==> config.mk <==
export PLATFORM = sky130hd
export DESIGN_NAME = bg_scroll_sched
export DESIGN_NICKNAME = d
export VERILOG_FILES = /design/src/rtl/bg_pkg.sv /design/src/rtl/bg_tex_counter.sv /design/src/rtl/bg_scroll_sched.sv
export SDC_FILE = /design/constraint.sdc
export NUM_CORES = 1
export LEC_CHECK = 0
export BUFFER_PORTS_ARGS = -buffer_cell sky130_fd_sc_hd__buf_4
export CAP_MARGIN = 25
export CELL_PAD_IN_SITES_DETAIL_PLACEMENT = 1
export CELL_PAD_IN_SITES_GLOBAL_PLACEMENT = 2
export CORE_UTILIZATION = 30
export CTS_CLUSTER_SIZE = 8
export DETAILED_ROUTE_END_ITERATION = 10
export PLACE_DENSITY = 0.73
export SYNTH_ARGS = -nofsm -noshare
export SYNTH_HDL_FRONTEND = slang
export SYNTH_SLANG_ARGS = --single-unit
==> constraint.sdc <==
create_clock -name vga_clk -period 6.1 [get_ports vga_clk]
set_input_delay 0.915 -clock vga_clk [delete_from_list [all_inputs] [get_ports vga_clk]]
set_output_delay 0.915 -clock vga_clk [all_outputs]
set_load 0.02 [all_outputs]
==> src/rtl/bg_pkg.sv <==
// bg_pkg: background geometry, VGA timing constants, query FSM states and fetch types
package bg_pkg;
    localparam int BG_W     = 100;
    localparam int BG_H     = 180;
    localparam int H_TOTAL  = 800;
    localparam int V_TOTAL  = 525;
    localparam int V_ACTIVE = 480;
    typedef enum logic [1:0] {IDLE, ISSUE, RESP} q_state_t;
    typedef logic [14:0] addr_t;
    typedef logic [3:0]  idx_t;
endpackage

==> src/rtl/bg_tex_counter.sv <==
// bg_tex_counter: scrolled texel column/row tracking with an incrementally maintained row base
module bg_tex_counter (
    input  logic        clk,
    input  logic        reset,
    input  logic [9:0]  draw_x,
    input  logic [9:0]  draw_y,
    input  logic [6:0]  act_x,
    input  logic [7:0]  act_y,
    output logic [14:0] disp_addr
);
    import bg_pkg::*;
    logic [6:0] tex_x_q, tex_x_d, tex_x_cur;
    logic [7:0] tex_y_q, tex_y_d;
    addr_t      row_base_q, row_base_d;
    logic       row_wrap;
    always_comb begin
        tex_x_cur  = (draw_x == 10'd0) ? act_x : tex_x_q;
        tex_x_d    = (tex_x_cur == 7'(BG_W - 1)) ? 7'd0 : tex_x_cur + 7'd1;
        row_wrap   = (tex_y_q == 8'(BG_H - 1));
        tex_y_d    = tex_y_q;
        row_base_d = row_base_q;
        if (draw_x == 10'(H_TOTAL - 1)) begin
            if (draw_y == 10'(V_TOTAL - 1)) begin
                tex_y_d    = act_y;
                row_base_d = 15'(act_y) * 15'(BG_W);
            end else if (draw_y < 10'(V_ACTIVE - 1)) begin
                tex_y_d    = row_wrap ? 8'd0 : tex_y_q + 8'd1;
                row_base_d = row_wrap ? 15'd0 : row_base_q + 15'(BG_W);
            end
        end
    end
    always_ff @(posedge clk) begin
        if (reset) begin
            tex_x_q    <= '0;
            tex_y_q    <= '0;
            row_base_q <= '0;
        end else begin
            tex_x_q    <= tex_x_d;
            tex_y_q    <= tex_y_d;
            row_base_q <= row_base_d;
        end
    end
    assign disp_addr = row_base_q + 15'(tex_x_cur);
endmodule

==> src/rtl/bg_scroll_sched.sv <==
// bg_scroll_sched: owns the bg_rom port, scrolled display fetch in active video, texel queries in blanking
module bg_scroll_sched (
    input  logic        vga_clk,
    input  logic        reset,
    input  logic [9:0]  DrawX,
    input  logic [9:0]  DrawY,
    input  logic        blank,
    input  logic        scroll_we,
    input  logic [6:0]  scroll_x_in,
    input  logic [7:0]  scroll_y_in,
    input  logic        q_req,
    input  logic [6:0]  q_x,
    input  logic [7:0]  q_y,
    output logic        q_ack,
    output logic        q_valid,
    output logic [3:0]  q_data,
    output logic        q_err,
    output logic [14:0] rom_addr,
    input  logic [3:0]  rom_q,
    output logic [3:0]  disp_idx,
    output logic        frame_start
);
    import bg_pkg::*;
    q_state_t   state_q, state_d;
    logic [6:0] pend_x_q, pend_x_d, act_x_q, act_x_d, qx_q, qx_d;
    logic [7:0] pend_y_q, pend_y_d, act_y_q, act_y_d, qy_q, qy_d;
    idx_t       lat_data_q, lat_data_d, q_data_q, q_data_d, disp_idx_q, disp_idx_d;
    logic       lat_err_q, lat_err_d, q_err_q, q_err_d, q_ack_q, q_ack_d, q_valid_q, q_valid_d;
    logic       frame_start_q, apply, q_oor;
    addr_t      disp_addr, q_addr;
    bg_tex_counter u_tex (
        .clk       (vga_clk),
        .reset     (reset),
        .draw_x    (DrawX),
        .draw_y    (DrawY),
        .act_x     (act_x_q),
        .act_y     (act_y_q),
        .disp_addr (disp_addr)
    );
    always_comb begin
        apply      = (DrawY == 10'(V_ACTIVE)) && (DrawX == 10'd0);
        q_oor      = (q_x >= 7'(BG_W)) || (q_y >= 8'(BG_H));
        q_addr     = 15'(qy_q) * 15'(BG_W) + 15'(qx_q);
        pend_x_d   = !scroll_we ? pend_x_q : (scroll_x_in >= 7'(BG_W)) ? scroll_x_in - 7'(BG_W) : scroll_x_in;
        pend_y_d   = !scroll_we ? pend_y_q : (scroll_y_in >= 8'(BG_H)) ? scroll_y_in - 8'(BG_H) : scroll_y_in;
        act_x_d    = apply ? pend_x_q : act_x_q;
        act_y_d    = apply ? pend_y_q : act_y_q;
        disp_idx_d = blank ? rom_q : 4'd0;
        state_d    = state_q;
        qx_d       = qx_q;
        qy_d       = qy_q;
        lat_data_d = lat_data_q;
        lat_err_d  = lat_err_q;
        q_ack_d    = 1'b0;
        q_valid_d  = 1'b0;
        q_data_d   = q_data_q;
        q_err_d    = q_err_q;
        case (state_q)
            IDLE: if (q_req) begin
                qx_d       = q_x;
                qy_d       = q_y;
                q_ack_d    = 1'b1;
                lat_err_d  = q_oor;
                lat_data_d = 4'd0;
                state_d    = q_oor ? RESP : ISSUE;
            end
            ISSUE: if (!blank) begin
                lat_data_d = rom_q;
                state_d    = RESP;
            end
            RESP: begin
                q_valid_d = 1'b1;
                q_data_d  = lat_data_q;
                q_err_d   = lat_err_q;
                state_d   = IDLE;
            end
            default: state_d = IDLE;
        endcase
        rom_addr = (!blank && state_q == ISSUE) ? q_addr : disp_addr;
    end
    always_ff @(posedge vga_clk) begin
        if (reset) begin
            state_q       <= IDLE;
            pend_x_q      <= '0;
            pend_y_q      <= '0;
            act_x_q       <= '0;
            act_y_q       <= '0;
            qx_q          <= '0;
            qy_q          <= '0;
            lat_data_q    <= '0;
            lat_err_q     <= 1'b0;
            q_ack_q       <= 1'b0;
            q_valid_q     <= 1'b0;
            q_data_q      <= '0;
            q_err_q       <= 1'b0;
            disp_idx_q    <= '0;
            frame_start_q <= 1'b0;
        end else begin
            state_q       <= state_d;
            pend_x_q      <= pend_x_d;
            pend_y_q      <= pend_y_d;
            act_x_q       <= act_x_d;
            act_y_q       <= act_y_d;
            qx_q          <= qx_d;
            qy_q          <= qy_d;
            lat_data_q    <= lat_data_d;
            lat_err_q     <= lat_err_d;
            q_ack_q       <= q_ack_d;
            q_valid_q     <= q_valid_d;
            q_data_q      <= q_data_d;
            q_err_q       <= q_err_d;
            disp_idx_q    <= disp_idx_d;
            frame_start_q <= apply;
        end
    end
    assign q_ack       = q_ack_q;
    assign q_valid     = q_valid_q;
    assign q_data      = q_data_q;
    assign q_err       = q_err_q;
    assign disp_idx    = disp_idx_q;
    assign frame_start = frame_start_q;
endmodule

==> summary.md <==
| Metric | Value |
|---|---|
| Clk_skew | `between 0.01 and 0.015 ns` |
| Worst EP arrival | `3.98 ns` |
| DR WL/cell | `around 15 um` |
| First-pass GRT wire length | `about 29,000 um` |
| Final setup violating endpoints | `0` |
| Final Max Slew Viols | `0` |
| Crit path launch type | `primary input` |
| Total track usage | `0.1633` |
| Slowest cell delay on critical path | `about 0.45 ns` |
| Critical Path RT | `slightly above 5 ns` |
| PortBufs | `85` |
| Seq/Total Area, Yosys | `0.2935` |
| H-Tree Depth | `3` |
| Root buf cell | `clkbuf_16` |
| Worst-path clk slew | `~0.070 ns` |
| TritonCTS clock tree | `yes` |
| TNS Setup | `0 ns` |
| Clock Path Buffers | `2` |
| Ports | `86` |
| Final Critical Period | `slightly below 5 ns` |
| Prevailing post-synth register cell | `dfxtp_1` |
| Core Area | `0.02036 sq mm` |
| Num rows | `52` |
| Setup ws final | `around 1.2 ns` |
| CTS hold repair buffers | `0` |
| Post-DRT Antenna Nets | `0` |
| Drc violations | `0` |
| Vias | `between 5,000 and 6,000` |
| Pwr per Cell Area | `~190 mW/mm^2` |
| Hold Path Class | `flip-flop to flip-flop` |
| DRT iter0 DRCs | `around 130` |
| Nets | `983` |
| Total chip power | `1.417 mW` |
| Worst Hold Endpoint | `act_x_q[6]` |
| Die width | `approximately 150 um` |
| Ratio of cells with drive above 1 in the final layout | `0.1464` |
| HPWL after detailed placement | `13,250 um` |
| Synth warnings | `0` |
| Fin util | `0.3638` |
| Commonest non-fill, non-tap cell in the layout | `nand2_1` |
| Synth Area in Compound Gates | `0.1848` |
| Worst Tran Pin Value | `between 0.9 and 1 ns` |
| # resized after CTS | `0` |
| Simple-Gate Fraction of Synth Area | `0.2056` |
| Lkg Pwr | `roughly 3.2 nW` |
| Final Instance Area | `approximately 0.0074 sq mm` |
| Main combinational cell family by area after synthesis | `simple AND/OR/NAND/NOR gates` |
| Critical path buffers and inverters | `2` |
| TritonCTS buffer count | `9` |
| Post-synth EDFFs | `0` |
| Post-CTS setup buffer count | `0` |
| Full die area | `0.02150 sq mm` |
| R2r worst-path depth | `13` |
| Initial antenna violation count | `0` |
| Initial Util | `0.3081` |
| Routability cong. | `0.8013` |
| Via-per-instance ratio | `between 5 and 6` |
| Hold Path Cell Cnt | `2` |
| Post-place setup slack | `about 1.2 ns` |
| Post-synthesis adder-cell area fraction | `0.1719` |
| R2R setup slack | `roughly 2.7 ns` |
| Final Hold Viols | `0` |
| Hold Startpoint | `act_x_q[6]` |
| # diodes | `0` |
| Crit-path max FO | `12` |
| Setup CP Type | `primary input to output pin` |
| Crit-path leading delay family | `compound AO/OA/AOI/OAI gates` |
| Avg Synthesized Cell Area | `8.065 sq um` |
| Fmax | `around 200 MHz` |
| Vias in the first global route | `6,034` |
| Cell variety after synth | `between 60 and 70` |
| Synth Register Bits | `92` |
| Worst VDD drop | `about 0.00015 V` |
| RSZ-0062 raised after global routing | `false` |
| Routed wire length | `roughly 17,000 um` |
| DIE HEIGHT | `around 150 um` |
| Worst flop-to-flop path startpoint | `act_y_q[3]` |
| Clock Latency Late Sink | `between 0.3 and 0.4 ns` |
| Mux cell area share after synthesis | `0.03589` |
| Largest net degree at the start of global routing | `between 80 and 90` |
| Most frequent cells in the layout | `113 x nand2_1, 92 x dfxtp_1, 86 x buf_4, 75 x ha_1, 74 x a21oi_1` |
| GRT overflow | `0` |
| Net Count, Synth | `just over 900` |
| Rel. slew slack | `0.3826` |
| Cell with the largest stage delay on the worst path | `mux2_2` |
| Setup crit end kind | `output pin` |
| Area delta synth->final | `18.07%` |
| Placed cell area | `slightly above 0.007 sq mm` |
| Final worst-path cycle share | `0.8024` |
| # clock sinks | `slightly above 90` |
| Post-synthesis xor/xnor area fraction | `0.06142` |
| Mapped Cells | `778` |
| Outcome | `finished clean` |
| Max-cap violations | `0` |
| Synth Cell Area | `0.006275 sq mm` |
| Pre-Repair DR Iteration Count | `4` |
| Post-synth ARST share | `0` |
| R2r endpoint | `u_tex.row_base_q[14]` |
| Critical-path cell list | `buf_4, nor4_2, nand3_2, mux2_2, ha_1, a21o_1, a21oi_1, o21bai_1, a21oi_1, nor2_1, xnor2_1, o21ai_0, buf_4` |
==> worst register-to-register path, stage by stage, from the launching register on <==
cell	delay [ns]
dfxtp_1	0.47
ha_1	0.29
ha_1	0.28
inv_1	0.05
fa_1	0.50
inv_1	0.04
ha_1	0.36
a211oi_1	0.30
o21ai_0	0.15
a31oi_1	0.22
xor2_1	0.21
nor2_1	0.09
o21ai_0	0.16
a21oi_1	0.08
==> cell families after synthesis <==
kind of cell / after synthesis
adders and majority gates: 82
muxes: 21
buffers and inverters: 73
DFF: 92
xor gates and xnor gates: 44
AOI/OAI and AO/OA: 186
and+or+nand+nor: 279
other: 1
==> routing by layer <==
| layer | vias up | track usage | part of all wire |
|---|---|---|---|
| met1 | 2726 | 0.2072 | 0.49 |
| met5 | - | 0 | 0 |
| met3 | 15 | 0.02688 | 0.023 |
| met4 | 0 | 0.04323 | 0.012 |
| li1 | 2857 | - | - |
| met2 | 55 | 0.2841 | 0.48 |
==> stage by stage <==
stage                     hold slack [ns]  cells
after global routing               0.4762   1117
after global placement             0.4529   1101
after detailed placement           0.4492   1101
final                              0.4612   1117
after CTS                          0.4603   1117
after floorplan                    0.4294    778
==> power by group <==
part | switching (mW) | internal, mW | total [mW] | leakage (nW)
Combinational | 0.129 | 0.102 | 0.231 | 2.36
Clock | 0.257 | 0.294 | 0.551 | 0.140
Sequential | 0.0146 | 0.620 | 0.635 | 0.749
==> cells in the mapped netlist (all sizes together) (7+ instances only) <==
cell type	count	share of area
nand2	113	0.068
ha	75	0.15
clkbuf	21	0.013
xnor2	23	0.032
a31oi	7	0.0080
fa	7	0.022
xor2	21	0.029
nand3	15	0.013
mux2i	15	0.024
dfxtp	92	0.29
a22oi	9	0.011
and2	13	0.013
buf	12	0.0098
nor3	25	0.023
inv	40	0.024
a211oi	15	0.020
a21oi	74	0.059
nor2	73	0.044
o21ai	40	0.032
==> how the worst max path moves through the flow <==
stage	startpoint	cells past startpoint	slack, ns	endpoint
final	DrawX[0]	13	1.21	rom_addr[9]
after global placement	DrawX[0]	13	1.31	rom_addr[9]
after CTS	DrawX[0]	13	1.14	rom_addr[13]
after detailed placement	DrawX[0]	13	1.16	rom_addr[13]
after floorplan	DrawX[0]	12	1.74	rom_addr[11]
after global routing	DrawX[0]	13	0.88	rom_addr[13]
==> registers in the layout, summed over array words and instances, names as in the netlist, 7 cells and up <==
| register | flops |
|---|---|
| act_x_q | 7 |
| act_y_q | 8 |
| pend_x_q | 7 |
| pend_y_q | 8 |
| qx_q | 7 |
| qy_q | 8 |
| u_tex.row_base_q | 13 |
| u_tex.tex_x_q | 7 |
| u_tex.tex_y_q | 8 |
==> layout make-up <==
| type | count | area [sq um] |
|---|---|---|
| clock buffer | 10 | 239.0 |
| multi-input combinational | 613 | 4143 |
| clock inverter | 6 | 51.30 |
| tap | 270 | 337.8 |
| timing repair buffer | 86 | 645.6 |
| sequential | 92 | 1842 |
| fill | 2419 | 12960 |
| inverter | 40 | 150.1 |
No activity file was read; power rests on OpenSTA's default activity.
